$ cat config.mk
export PLATFORM = sky130hd
export DESIGN_NAME = softmax_row_norm
export DESIGN_NICKNAME = d
export VERILOG_FILES = /design/src/rtl/softmax_row_norm.sv
export SDC_FILE = /design/constraint.sdc
export NUM_CORES = 1
export LEC_CHECK = 0
export CORE_AREA = 2 2 178 180
export CTS_BUF_LIST = sky130_fd_sc_hd__clkbuf_2
export DETAILED_ROUTE_END_ITERATION = 8
export DIE_AREA = 0 0 180 182
export GPL_TIMING_DRIVEN = 0
export PLACE_DENSITY = 0.55
export SYNTH_ARGS = -nofsm -noshare
export SYNTH_HDL_FRONTEND = slang
export SYNTH_SLANG_ARGS = --single-unit
$ cat constraint.sdc
create_clock -name I_CLK -period 5 [get_ports I_CLK]
set_clock_uncertainty 0.15 [all_clocks]
set_input_delay 1 -clock I_CLK [delete_from_list [all_inputs] [get_ports I_CLK]]
set_output_delay 1 -clock I_CLK [all_outputs]
set_load 0.02 [all_outputs]
$ cat src/rtl/softmax_row_norm.sv
// softmax_row_norm: buffers one row of Q2.13 exponents, sums them, then streams element/sum quotients from an external divider
// Optional macro SOFTMAX_NORM_DIV_REG_EN registers the divider operands (two-stage pipeline, two-edge first-output latency)
module softmax_row_norm #(
  parameter int D_W     = 16,
  parameter int ROW_LEN = 16
) (
  input  logic           I_CLK,
  input  logic           I_RST_N,
  input  logic           I_VALID,
  output logic           O_READY,
  input  logic [D_W-1:0] I_DATA,
  output logic [D_W-1:0] O_DIVIDEND,
  output logic [D_W-1:0] O_DIVISOR,
  input  logic [D_W-1:0] I_QUOTIENT,
  output logic           O_VALID,
  input  logic           I_READY,
  output logic [D_W-1:0] O_DATA,
  output logic           O_LAST,
  output logic           O_SAT
);
  localparam int CW = $clog2(ROW_LEN);
  localparam int AW = D_W - 1 + CW;
  localparam logic [D_W-1:0] MAXP = {1'b0, {(D_W-1){1'b1}}};
  localparam logic S_LOAD = 1'b0;
  localparam logic S_NORM = 1'b1;
  logic           r_state, w_state_nxt;
  logic [D_W-1:0] r_buf [ROW_LEN];
  logic [CW-1:0]  r_cnt;
  logic [CW:0]    r_idx;
  logic [AW-1:0]  r_acc, w_acc_nxt;
  logic [D_W-1:0] w_elem, w_div;
  logic           w_accept, w_row_done, w_out_done, w_drv, w_cap, w_issue, w_last_cap;
  assign w_elem     = I_DATA[D_W-1] ? '0 : I_DATA;
  assign w_acc_nxt  = r_acc + AW'(w_elem);
  assign w_div      = (r_acc > AW'(MAXP)) ? MAXP : r_acc[D_W-1:0];
  assign w_accept   = (r_state == S_LOAD) & I_VALID;
  assign w_row_done = w_accept & (r_cnt == CW'(ROW_LEN - 1));
  assign w_out_done = O_VALID & I_READY & O_LAST;
  assign w_drv      = (r_state == S_NORM) & !r_idx[CW];
`ifdef SOFTMAX_NORM_DIV_REG_EN
  logic           r_opv, r_op_last;
  logic [D_W-1:0] r_dvd, r_dvs;
  assign w_cap      = r_opv & (!O_VALID | I_READY);
  assign w_issue    = w_drv & (!r_opv | w_cap);
  assign w_last_cap = r_op_last;
  // Operand stage: launches the next element and drains empty once the row has been issued
  always_ff @(posedge I_CLK or negedge I_RST_N)
    if (!I_RST_N) begin
      r_dvd     <= '0;
      r_dvs     <= '0;
      r_opv     <= 1'b0;
      r_op_last <= 1'b0;
    end else if (w_issue) begin
      r_dvd     <= r_buf[r_idx[CW-1:0]];
      r_dvs     <= w_div;
      r_opv     <= 1'b1;
      r_op_last <= r_idx[CW-1:0] == CW'(ROW_LEN - 1);
    end else if (w_cap) begin
      r_dvd <= '0;
      r_dvs <= '0;
      r_opv <= 1'b0;
    end
`else
  assign w_cap      = w_drv & (!O_VALID | I_READY);
  assign w_issue    = w_cap;
  assign w_last_cap = r_idx[CW-1:0] == CW'(ROW_LEN - 1);
`endif
  // State register
  always_ff @(posedge I_CLK or negedge I_RST_N)
    if (!I_RST_N) r_state <= S_LOAD;
    else          r_state <= w_state_nxt;
  // Next state: load a full row, then stay in normalise until the last beat is taken
  always_comb
    w_state_nxt = (r_state == S_LOAD) ? (w_row_done ? S_NORM : S_LOAD) : (w_out_done ? S_LOAD : S_NORM);
  // Handshake flag and divider operand drive
  always_comb begin
    O_READY = r_state == S_LOAD;
`ifdef SOFTMAX_NORM_DIV_REG_EN
    O_DIVIDEND = r_dvd;
    O_DIVISOR  = r_dvs;
`else
    O_DIVIDEND = w_drv ? r_buf[r_idx[CW-1:0]] : '0;
    O_DIVISOR  = w_drv ? w_div : '0;
`endif
  end
  // Row buffer holds clamped elements; contents after reset are irrelevant
  always_ff @(posedge I_CLK)
    if (w_accept) r_buf[r_cnt] <= w_elem;
  // Accumulation, issue index, saturation flag and the output register
  always_ff @(posedge I_CLK or negedge I_RST_N)
    if (!I_RST_N) begin
      r_cnt   <= '0;
      r_acc   <= '0;
      r_idx   <= '0;
      O_SAT   <= 1'b0;
      O_VALID <= 1'b0;
      O_DATA  <= '0;
      O_LAST  <= 1'b0;
    end else begin
      if (w_accept) begin
        r_cnt <= r_cnt + 1'b1;
        r_acc <= w_acc_nxt;
      end
      if (w_out_done) r_acc <= '0;
      if (w_row_done) O_SAT <= w_acc_nxt > AW'(MAXP);
      else if (w_accept && r_cnt == '0) O_SAT <= 1'b0;
      if (w_out_done) r_idx <= '0;
      else if (w_issue) r_idx <= r_idx + 1'b1;
      if (w_cap) begin
        O_DATA  <= (O_DIVISOR == '0) ? '0 : I_QUOTIENT;
        O_VALID <= 1'b1;
        O_LAST  <= w_last_cap;
      end else if (I_READY) O_VALID <= 1'b0;
    end
endmodule

==> flow_results.org, run 1 <==
** Synthesis
- Largest family of logic cells by synthesized area :: multiplexers
- Synthesized area :: between 0.01 and 0.015 sq mm
- After Yosys synthesis, XOR and XNOR cells account for under 10% of the synthesized area.
- Top cells by area in the synthesized netlist :: sky130_fd_sc_hd__edfxtp_1 59%, sky130_fd_sc_hd__mux4_2 14%, sky130_fd_sc_hd__dfrtp_1 9.8%
- The portion of synthesized area spent on multiplexers is between 10% and 20%.
- Among all cell types in the netlist, the one instantiated most often is sky130_fd_sc_hd__edfxtp_1.
- Yosys warns :: 0
- Post-synth top flop :: sky130_fd_sc_hd__edfxtp_1
- After synthesis, the largest area contributor takes up 59.05% of total cell area.
- In this run, synthesis produced a sequential element count of around 290.
- Counting distinct cell types in the post-synthesis netlist gives 53.
- Post-synth top cells :: 240 x sky130_fd_sc_hd__edfxtp_1, 75 x sky130_fd_sc_hd__mux4_2, 55 x sky130_fd_sc_hd__nand2_1
- EDFF count, synth :: 240
- Sequential-to-total area share from yosys stat :: between 60 and 70%
- Counting flops with an async set or reset pin after synthesis yields a share of between 10% and 20%.
- Adder-Cell Fraction of Synth Area :: 2.214%
- The synthesized netlist devotes roughly 4.7% of its cell area to compound gates.
- Of the total synthesized cell area, the portion taken by AND, OR, NAND and NOR gates is a little under 7%.
- Number of instances in the synthesized netlist :: 718
- Largest area contributor in the synthesized netlist :: sky130_fd_sc_hd__edfxtp_1
- After synthesis, the mean cell area works out to around 17 sq um.

** Detailed routing
- Post-detailed-routing wire length :: 30,360 um
- DRT iter0 DRCs :: approximately 400
- Before antenna repair, the detailed router went through 4 iterations.
- Mean routed wirelength per cell :: about 22 um
- After detailed routing, the number of vias per cell comes to approximately 5.2.
- The final route contains between 7,000 and 8,000 vias.
- Count of antenna-violating nets left after detailed routing :: 0
- After detailed routing, the number of remaining DRC violations is 0.

** Setup path
- At the worst endpoint, the arrival time is between 3000 and 4000 ps.
- STA puts the critical path data required time at about 3900 ps.
- Along the worst path, the maximum fanout reaches 10.
- Crit path top cell by count :: sky130_fd_sc_hd__mux4_2
- The critical path goes through clkbuf_1 > clkbuf_2 > mux4_2 > mux4_2 > nor2b_1 > clkdlybuf4s50_1.
- Kind of end point of the critical path :: primary output
- STA classifies the critical path startpoint as a register.
- Crit path max-delay cell type :: sky130_fd_sc_hd__clkdlybuf4s50_1
- The critical path in this run is classified as reg2out.
- Critical path's largest stage delay :: around 570 ps

** Global routing
- Global routing used 18.99% of the available tracks.
- Antenna violations before repair :: 1
- The number of global-route vias before repair is slightly below 8,000.
- Entering global routing, the biggest net connects 28 pins.
- The first global-routing pass estimated about 46,000 um of wire.
- Aggregate global routing overflow :: 0

** Pwr
- Cell internal power was estimated by the tool at roughly 3400 uW.
- Net switching power of the design :: 1049 uW
- Comb power frac :: 3.1%
- Cell leakage power :: roughly 0.0047 uW
- The share of total power dissipated in sequential elements is between 50 and 60%.
- Share of power burned in the clock network :: 37.7%
- Proportion of total power due to net switching :: between 20% and 30%
- Maximum ir drop on the vdd rail :: about 0.14 mV
- After layout, the design draws a total of roughly 4400 uW.
- Power per standard cell area :: slightly above 300 mW/mm^2

** Floorplan
- Floorplan core area :: about 0.031 sq mm
- Horiz. Die Dim :: roughly 180 um
- Die boundary height :: 182 um
- Number of placement rows :: 65
- In this run the count of I/O pins placed on the die edge is 88.
- The die covers between 0.03 and 0.04 sq mm.
- Starting density of the core :: 39.39%

** Timing
- The smallest clock period supported by the final layout is computed as approximately 4700 ps.
- Slew at the pin closest to its max-slew limit :: ~1300 ps
- Final number of hold-violating endpoints :: 0
- Setup repair after global routing missed its margin :: false
- Number of pins with negative max-slew slack in the final report :: 0
- Setup violations remaining at the end of the flow were counted as 0.
- Normalized max-slew margin :: between 10% and 20%
- Portion of the clock cycle consumed by the worst path in the final layout :: 94.38%
- Static timing analysis puts the maximum clock frequency at 211.9 MHz.

** Layout
- Net count reported at finish :: between 900 and 1,000
- The finished layout holds roughly 1,400 standard cells, fillers aside.
- Measured on the finished design, the core utilization comes to a little under half.
- Compared with the post-synthesis result, the final layout area differs by 19.39%.
- After routing the design area is about 0.015 sq mm.
- Of the cells placed in the final design, the portion with a size suffix greater than 1 is between 20% and 30%.
- The layout has 2,711 filler cells.
- FF/Latch Area :: roughly 0.0084 sq mm
- The multi-input combinational cells in the finished layout cover a total of roughly 0.0036 sq mm.

** Clock tree
- The clock net in this run drives a total of 288 sinks.
- Clock-pin slew was measured on the worst setup and hold paths at around 100 ps.
- Post-CTS setup buffers :: 0
- CTS tree :: done
- No sink is reached through more buffers than the 3 on the longest clock path.
- TritonCTS Buffers :: 75
- Clock latency of the later-clocked register in the worst-skew pair :: approximately 850 ps
- CTS placed an instance of sky130_fd_sc_hd__clkbuf_2 at the clock tree root.
- CTS built an H-tree with a depth of 3.

** Worst hold path
- Class of the tightest hold or removal check :: reg2reg

** Placed design
- Number of placed instances with taps included :: 1,222
- RePlAce Congestion :: ~0.83
- Once placement finished, the instance area stood at 0.01382 sq mm.
- The count of buffers added on input and output ports is 85.
- Detailed placement ended at an HPWL of between 20,000 and 25,000 um.

** Status
- Result of the run :: completed

** Run
- Across the run, the number of max-cap violations was 0.
==> cells by family after synthesis <==
group,count (synthesis)
AND/OR/NAND/NOR,177
adder cells (fa/ha/maj),21
multiplexers,76
AO/OA/AOI/OAI,83
XOR/XNOR,20
buffers and inverters,52
other,1
flip-flops,288
==> cell type report <==
type	count	share of cell area, %
inverters	11	0.2834
clock buffers	111	3.812
repair buffers	102	7.350
diodes	1	0.01717
multi-input cells	379	24.80
plain buffers	41	1.417
flip-flops and latches	288	57.70
clock inverters	24	1.168
well taps	402	3.452
==> critical path: cells and delay by family (launching register included) <==
family,cells,cell delay [ps]
buffers and inverters,3,1340
AND/OR/NAND/NOR,1,150
flip-flops,1,360
multiplexers,2,900
==> cell usage in the layout, fill, tap and decap left out, types with 5 or more instances in the layout <==
master	n
sky130_fd_sc_hd__a21oi_1	29
sky130_fd_sc_hd__a22o_1	16
sky130_fd_sc_hd__buf_2	7
sky130_fd_sc_hd__buf_4	10
sky130_fd_sc_hd__buf_6	5
sky130_fd_sc_hd__buf_8	9
sky130_fd_sc_hd__clkbuf_1	19
sky130_fd_sc_hd__clkbuf_2	117
sky130_fd_sc_hd__clkdlybuf4s50_1	84
sky130_fd_sc_hd__clkinv_1	13
sky130_fd_sc_hd__dfrtp_1	48
sky130_fd_sc_hd__edfxtp_1	240
sky130_fd_sc_hd__ha_1	20
sky130_fd_sc_hd__inv_1	11
sky130_fd_sc_hd__mux4_2	75
sky130_fd_sc_hd__nand2_1	55
sky130_fd_sc_hd__nand3_1	7
sky130_fd_sc_hd__nor2_1	41
sky130_fd_sc_hd__nor2_2	12
sky130_fd_sc_hd__nor2b_1	28
sky130_fd_sc_hd__nor4_1	5
sky130_fd_sc_hd__o21ai_0	7
sky130_fd_sc_hd__xnor2_1	13
sky130_fd_sc_hd__xor2_1	7
==> stage by stage <==
step                      hold WS (ps)  setup WS (ps)  TNS [ps]
after global routing             396.7          109.2         0
after global placement           346.4         -700.3    -23870
after detailed placement         344.7         -250.3    -954.7
final                            364.2          281.2         0
after floorplan                  350.1           1381         0
after CTS                        369.3          184.7         0
==> state kept, by name, summed over array words and instances, names as in the netlist <==
signal	cells
r_buf	240
r_acc	19
O_DATA	16
r_idx	5
r_cnt	4
O_LAST	1
O_SAT	1
O_VALID	1
r_state	1
==> power by group through the flow <==
stage               combinational [uW]  clock [uW]  sequential (uW)
finish                             138        1660             2610
global route                       153        1850             2610
CTS                                139        1730             2610
detailed placement                 138           0             2660
global placement                   131           0             2660
floorplan                         70.1           0             2660
==> final timing paths <==
path / start / to / slack (ps) / cells after the start
setup / recovery: r_idx[1]$_DFFE_PN0P_ / O_DIVIDEND[1] / 280 / 6
hold / removal: O_DATA[1]$_DFFE_PN0P_ / O_DATA[1]$_DFFE_PN0P_ / 360 / 1
setup reg to reg: r_state$_DFF_PN0_ / r_buf[2][0]$_DFFE_PP_ / 1780 / 6
hold reg to reg: O_DATA[1]$_DFFE_PN0P_ / O_DATA[1]$_DFFE_PN0P_ / 360 / 1
max in group asynchronous: I_RST_N / r_acc[12]$_DFFE_PN0P_ / 3590 / 3
min in group asynchronous: I_RST_N / r_acc[10]$_DFFE_PN0P_ / 520 / 2
==> routing by layer <==
metal / wire length, um / part of all wire (%) / global-route usage, %
met1: 13050 / 43 / 24.43
met2: 15250 / 50 / 32.14
met3: 1378 / 4.5 / 3.630
met4: 682 / 2.2 / 7.089
met5: 0 / 0 / 0
==> timing repair <==
item	in CTS	in global routing
resized for setup	6	0
endpoints found under the hold margin	21	0
setup endpoints to repair	15	0
hold buffers	1	0
No activity file was read; power rests on OpenSTA's default activity.
==> run 2: changes to the inputs <==
- CELL_PAD_IN_SITES_DETAIL_PLACEMENT: default -> 0
- CELL_PAD_IN_SITES_GLOBAL_PLACEMENT: default -> 1
- PLACE_DENSITY: 0.55 -> 0.62
==> run 2 against run 1 <==
Total power decreased by 2.3%. Combinational power hardly changed. Count of clock-buffer cells in the layout decreased by 1. Fmax fell by 0.12%. Die area is the same. Global-route usage increased by 0.060 points. Register-to-register slack improved by 140 ps. Utilization fell by 0.085 points. Flip-flop and latch count did not move. Via count grew 0.28%. First-iteration DRC count grew 37%. Critical path depth stayed put.
==> flow_results.org, run 2 (synthesis gave the netlist of run 1 again) <==
** Timing
- The number of hold-slack violations in the final timing report is 0 (unchanged).
- Worst-case hold slack :: 368.3 ps (was 364.2 ps)
- The final clock period utilization by the worst path came to 94.49% (was 94.38%).
- Setup repair after global routing missed its margin: false (unchanged).
- The transition time at the pin with the least slew margin came to 1371 ps (was 1337 ps).
- FMAX :: 211.7 MHz (was 211.9 MHz)
- The minimum clock period after layout was 4724 ps (was 4719 ps).
- The tightest slew margin relative to the limit is 8.394% (was 10.67%).
- Number of pins with negative max-slew slack in the final report :: 0 (unchanged)
- Final setup violation count :: 0 (unchanged)

** Pwr
- Cell leakage power :: 0.004718 uW (was 0.004734 uW)
- The total power per unit cell area is 296.5 mW/mm^2 (was 302.8 mW/mm^2).
- Maximum ir drop on the vdd rail :: 0.1036 mV (was 0.1404 mV)

** Layout
- Regs by FF count: r_buf x240, r_acc x19, O_DATA x16 (unchanged).
- Fraction of layout instances using a drive strength above 1 :: 26.93% (was 27.09%)
- The number of flip-flops under the largest register name is 240 (unchanged).
- The most common cell after layout, fill and taps aside is sky130_fd_sc_hd__edfxtp_1 (unchanged).
- The register ranked first by flip-flop count is r_buf (unchanged).
- Final Core Density :: 46.94% (was 47.03%)
- Layout-stage area growth over the synthesis result :: 19.17% (was 19.39%)
- Number of filler cells placed in the layout :: 2,729 (was 2,711)
- Leading cell types in the layout, fill and taps excluded: 240 x sky130_fd_sc_hd__edfxtp_1, 116 x sky130_fd_sc_hd__clkbuf_2, 84 x sky130_fd_sc_hd__clkdlybuf4s50_1 (was 240 x sky130_fd_sc_hd__edfxtp_1, 117 x sky130_fd_sc_hd__clkbuf_2, 84 x sky130_fd_sc_hd__clkdlybuf4s50_1).
- Net count reported at finish :: 954 (was 955)

** Clock tree
- Root buffer cell :: sky130_fd_sc_hd__clkbuf_2 (unchanged)
- The TritonCTS clock tree is done (unchanged).
- The worst-skew pair later-pin latency is 830 ps (was 850 ps).
- The maximum buffer depth of the clock tree was 3 (unchanged).
- The CTS clock-pin slew for the worst setup and hold paths was 100 ps (about the same).
- The setup fix buffers added after clock tree synthesis came to 0 (unchanged).
- TritonCTS Buffers :: 74 (was 75)
- The clock sink count came to 288 (unchanged).
- The level count of the clock H-tree was 3 (unchanged).

** Global routing
- The number of global-route vias before repair is 7,692 (was 7,749).
- Tot GR Track Use :: 19.05% (was 18.99%)
- The sum of overflow across all layers after global routing came to 0 (unchanged).
- The initial antenna violation count is 1 (unchanged).
- Global-route wire length before repair :: 45,940 um (was 45,860 um)
- Largest net degree at the start of global routing :: 27 (was 28)

** Floorplan
- The cell row count came to 65 (unchanged).
- The core outline area came to 0.03099 sq mm (unchanged).
- The die outline width is 180 um (unchanged).
- Die area :: 0.03276 sq mm (unchanged)
- The initial core utilization is 39.39% (unchanged).
- The total I/O pin count was 88 (unchanged).
- The height of the die was 182 um (unchanged).

** Placed design
- RePlAce Congestion :: 0.7911 (was 0.8261)
- Buffers on Ports :: 85 (unchanged)
- The placed wire-length estimate after detailed placement was 20,830 um (was 21,180 um).

** Setup path
- The end of the worst register-to-register path was r_buf[1][9]$_DFFE_PP_ (was r_buf[2][0]$_DFFE_PP_).
- The critical path's slowest cell is sky130_fd_sc_hd__clkdlybuf4s50_1 (unchanged).
- The category of the most critical setup path was reg2out (unchanged).
- The cell seen most often among critical-path stages was sky130_fd_sc_hd__mux4_2 (unchanged).
- Length in cells of the worst reg-to-reg path :: 6 (unchanged)
- The arrival time of data at the critical path endpoint came to 3570 ps (about the same).
- Maximum fanout along the worst path :: 10 (unchanged)
- The worst path required time was 3850 ps (about the same).
- The launching point of the worst reg2reg path is r_state$_DFF_PN0_ (unchanged).
- Kind of end point of the critical path :: primary output (unchanged)
- The maximum cell stage delay along the critical path is 570 ps (about the same).
- Critical path, cell by cell :: clkbuf_1 > clkbuf_2 > mux4_2 > mux4_2 > nor2b_1 > clkdlybuf4s50_1 (unchanged)
- Internal reg-to-reg setup slack :: 1920 ps (was 1780 ps)
- Worst Setup Start Kind :: register (unchanged)

** Detailed routing
- The number of nets still failing antenna checks after routing was 0 (unchanged).
- The number of design rule violations left after detail routing was 0 (unchanged).
- The detailed-route vias per instance is 5.271 (was 5.221).
- The iteration-0 DRC count of the detailed router came to 552 (was 402).
- The via count of the routed design is 7,116 (was 7,096).
- The detailed-route wire length is 30,660 um (was 30,360 um).
- The iteration count of the initial detailed-routing pass came to 4 (unchanged).
- The wire length per cell is 22.71 um (was 22.34 um).

** Worst hold path
- Hold path cells :: 1 (unchanged)
- Hold path start :: O_DATA[1]$_DFFE_PN0P_ (unchanged)
- Class of the tightest hold or removal check :: reg2reg (unchanged)
- Endpoint, Worst Hold :: O_DATA[1]$_DFFE_PN0P_ (unchanged)

** Status
- Result of the run: completed (unchanged).

** Run
- The max-cap violation count is 0 (unchanged).
run 2: timing repair:
item | in CTS | in global routing
hold buffers | 1 | 0
hold endpoints to repair | 23 | 0
setup endpoints to repair | 15 | 0
gates resized for setup | 6 | 0
run 2: final cells by class:
cell class / count / area [sq um] / area share [%]
well taps: 402 / 503.0 / 3.458
repair buffers: 102 / 1116 / 7.673
flip-flops and latches: 288 / 8408 / 57.81
diodes: 1 / 2.502 / 0.01720
clock inverters: 16 / 101.3 / 0.6968
clock buffers: 110 / 550.5 / 3.785
multi-input cells: 379 / 3616 / 24.86
inverters: 11 / 41.29 / 0.2839
plain buffers: 41 / 206.4 / 1.419
run 2: worst max path at each step:
| stage | from | endpoint | slack, ps | cells after the start |
|---|---|---|---|---|
| after floorplan | I_DATA[15] | r_acc[15]$_DFFE_PN0P_ | 1380 | 10 |
| after global placement | I_VALID | r_buf[2][3]$_DFFE_PP_ | -480 | 6 |
| after detailed placement | I_DATA[15] | r_acc[15]$_DFFE_PN0P_ | -290 | 11 |
| after CTS | r_idx[1]$_DFFE_PN0P_ | O_DIVIDEND[1] | 110 | 6 |
| after global routing | r_idx[1]$_DFFE_PN0P_ | O_DIVIDEND[1] | 60 | 6 |
| final | r_idx[1]$_DFFE_PN0P_ | O_DIVIDEND[1] | 280 | 6 |
run 2: stage by stage:
step | power (uW) | setup slack [ps] | cell area (sq um) | setup TNS (ps) | cells
after global routing | 4507 | 60.79 | 14550 | 0 | 1350
final | 4313 | 275.6 | 14550 | 0 | 1350
after global placement | 2793 | -477.2 | 13560 | -14330 | 1206
after CTS | 4376 | 113.3 | 14530 | 0 | 1349
after detailed placement | 2801 | -292.4 | 13860 | -1119 | 1222
after floorplan | 2730 | 1381 | 12210 | 0 | 719
run 2: where the power goes:
| part | leakage, uW | total [uW] | switching, uW | internal, uW |
|---|---|---|---|---|
| clock | 0.000506 | 1560 | 928 | 636 |
| combinational | 0.00168 | 139 | 83.7 | 55.1 |
| sequential | 0.00253 | 2610 | 6.84 | 2600 |
run 2: critical path, delay by kind of cell (launching register included):
family / cells / cell delay (ps)
multiplexers: 2 / 870
flip-flops: 1 / 370
buffers and inverters: 3 / 1390
AND/OR/NAND/NOR: 1 / 140
run 2: metal layers:
| layer | vias up | wire (um) | track usage [%] |
|---|---|---|---|
| met5 | - | 0 | 0 |
| met4 | 0 | 658 | 6.894 |
| met3 | 46 | 1718 | 4.252 |
| met2 | 222 | 15270 | 31.79 |
| met1 | 3644 | 13010 | 24.58 |
| li1 | 3204 | - | - |
==> run 3: changes to the inputs <==
- HOLD_SLACK_MARGIN: default -> 0.03
==> results of run 3 <==
Same layout as run 2: the final DEF is identical, and so are final timing and power.
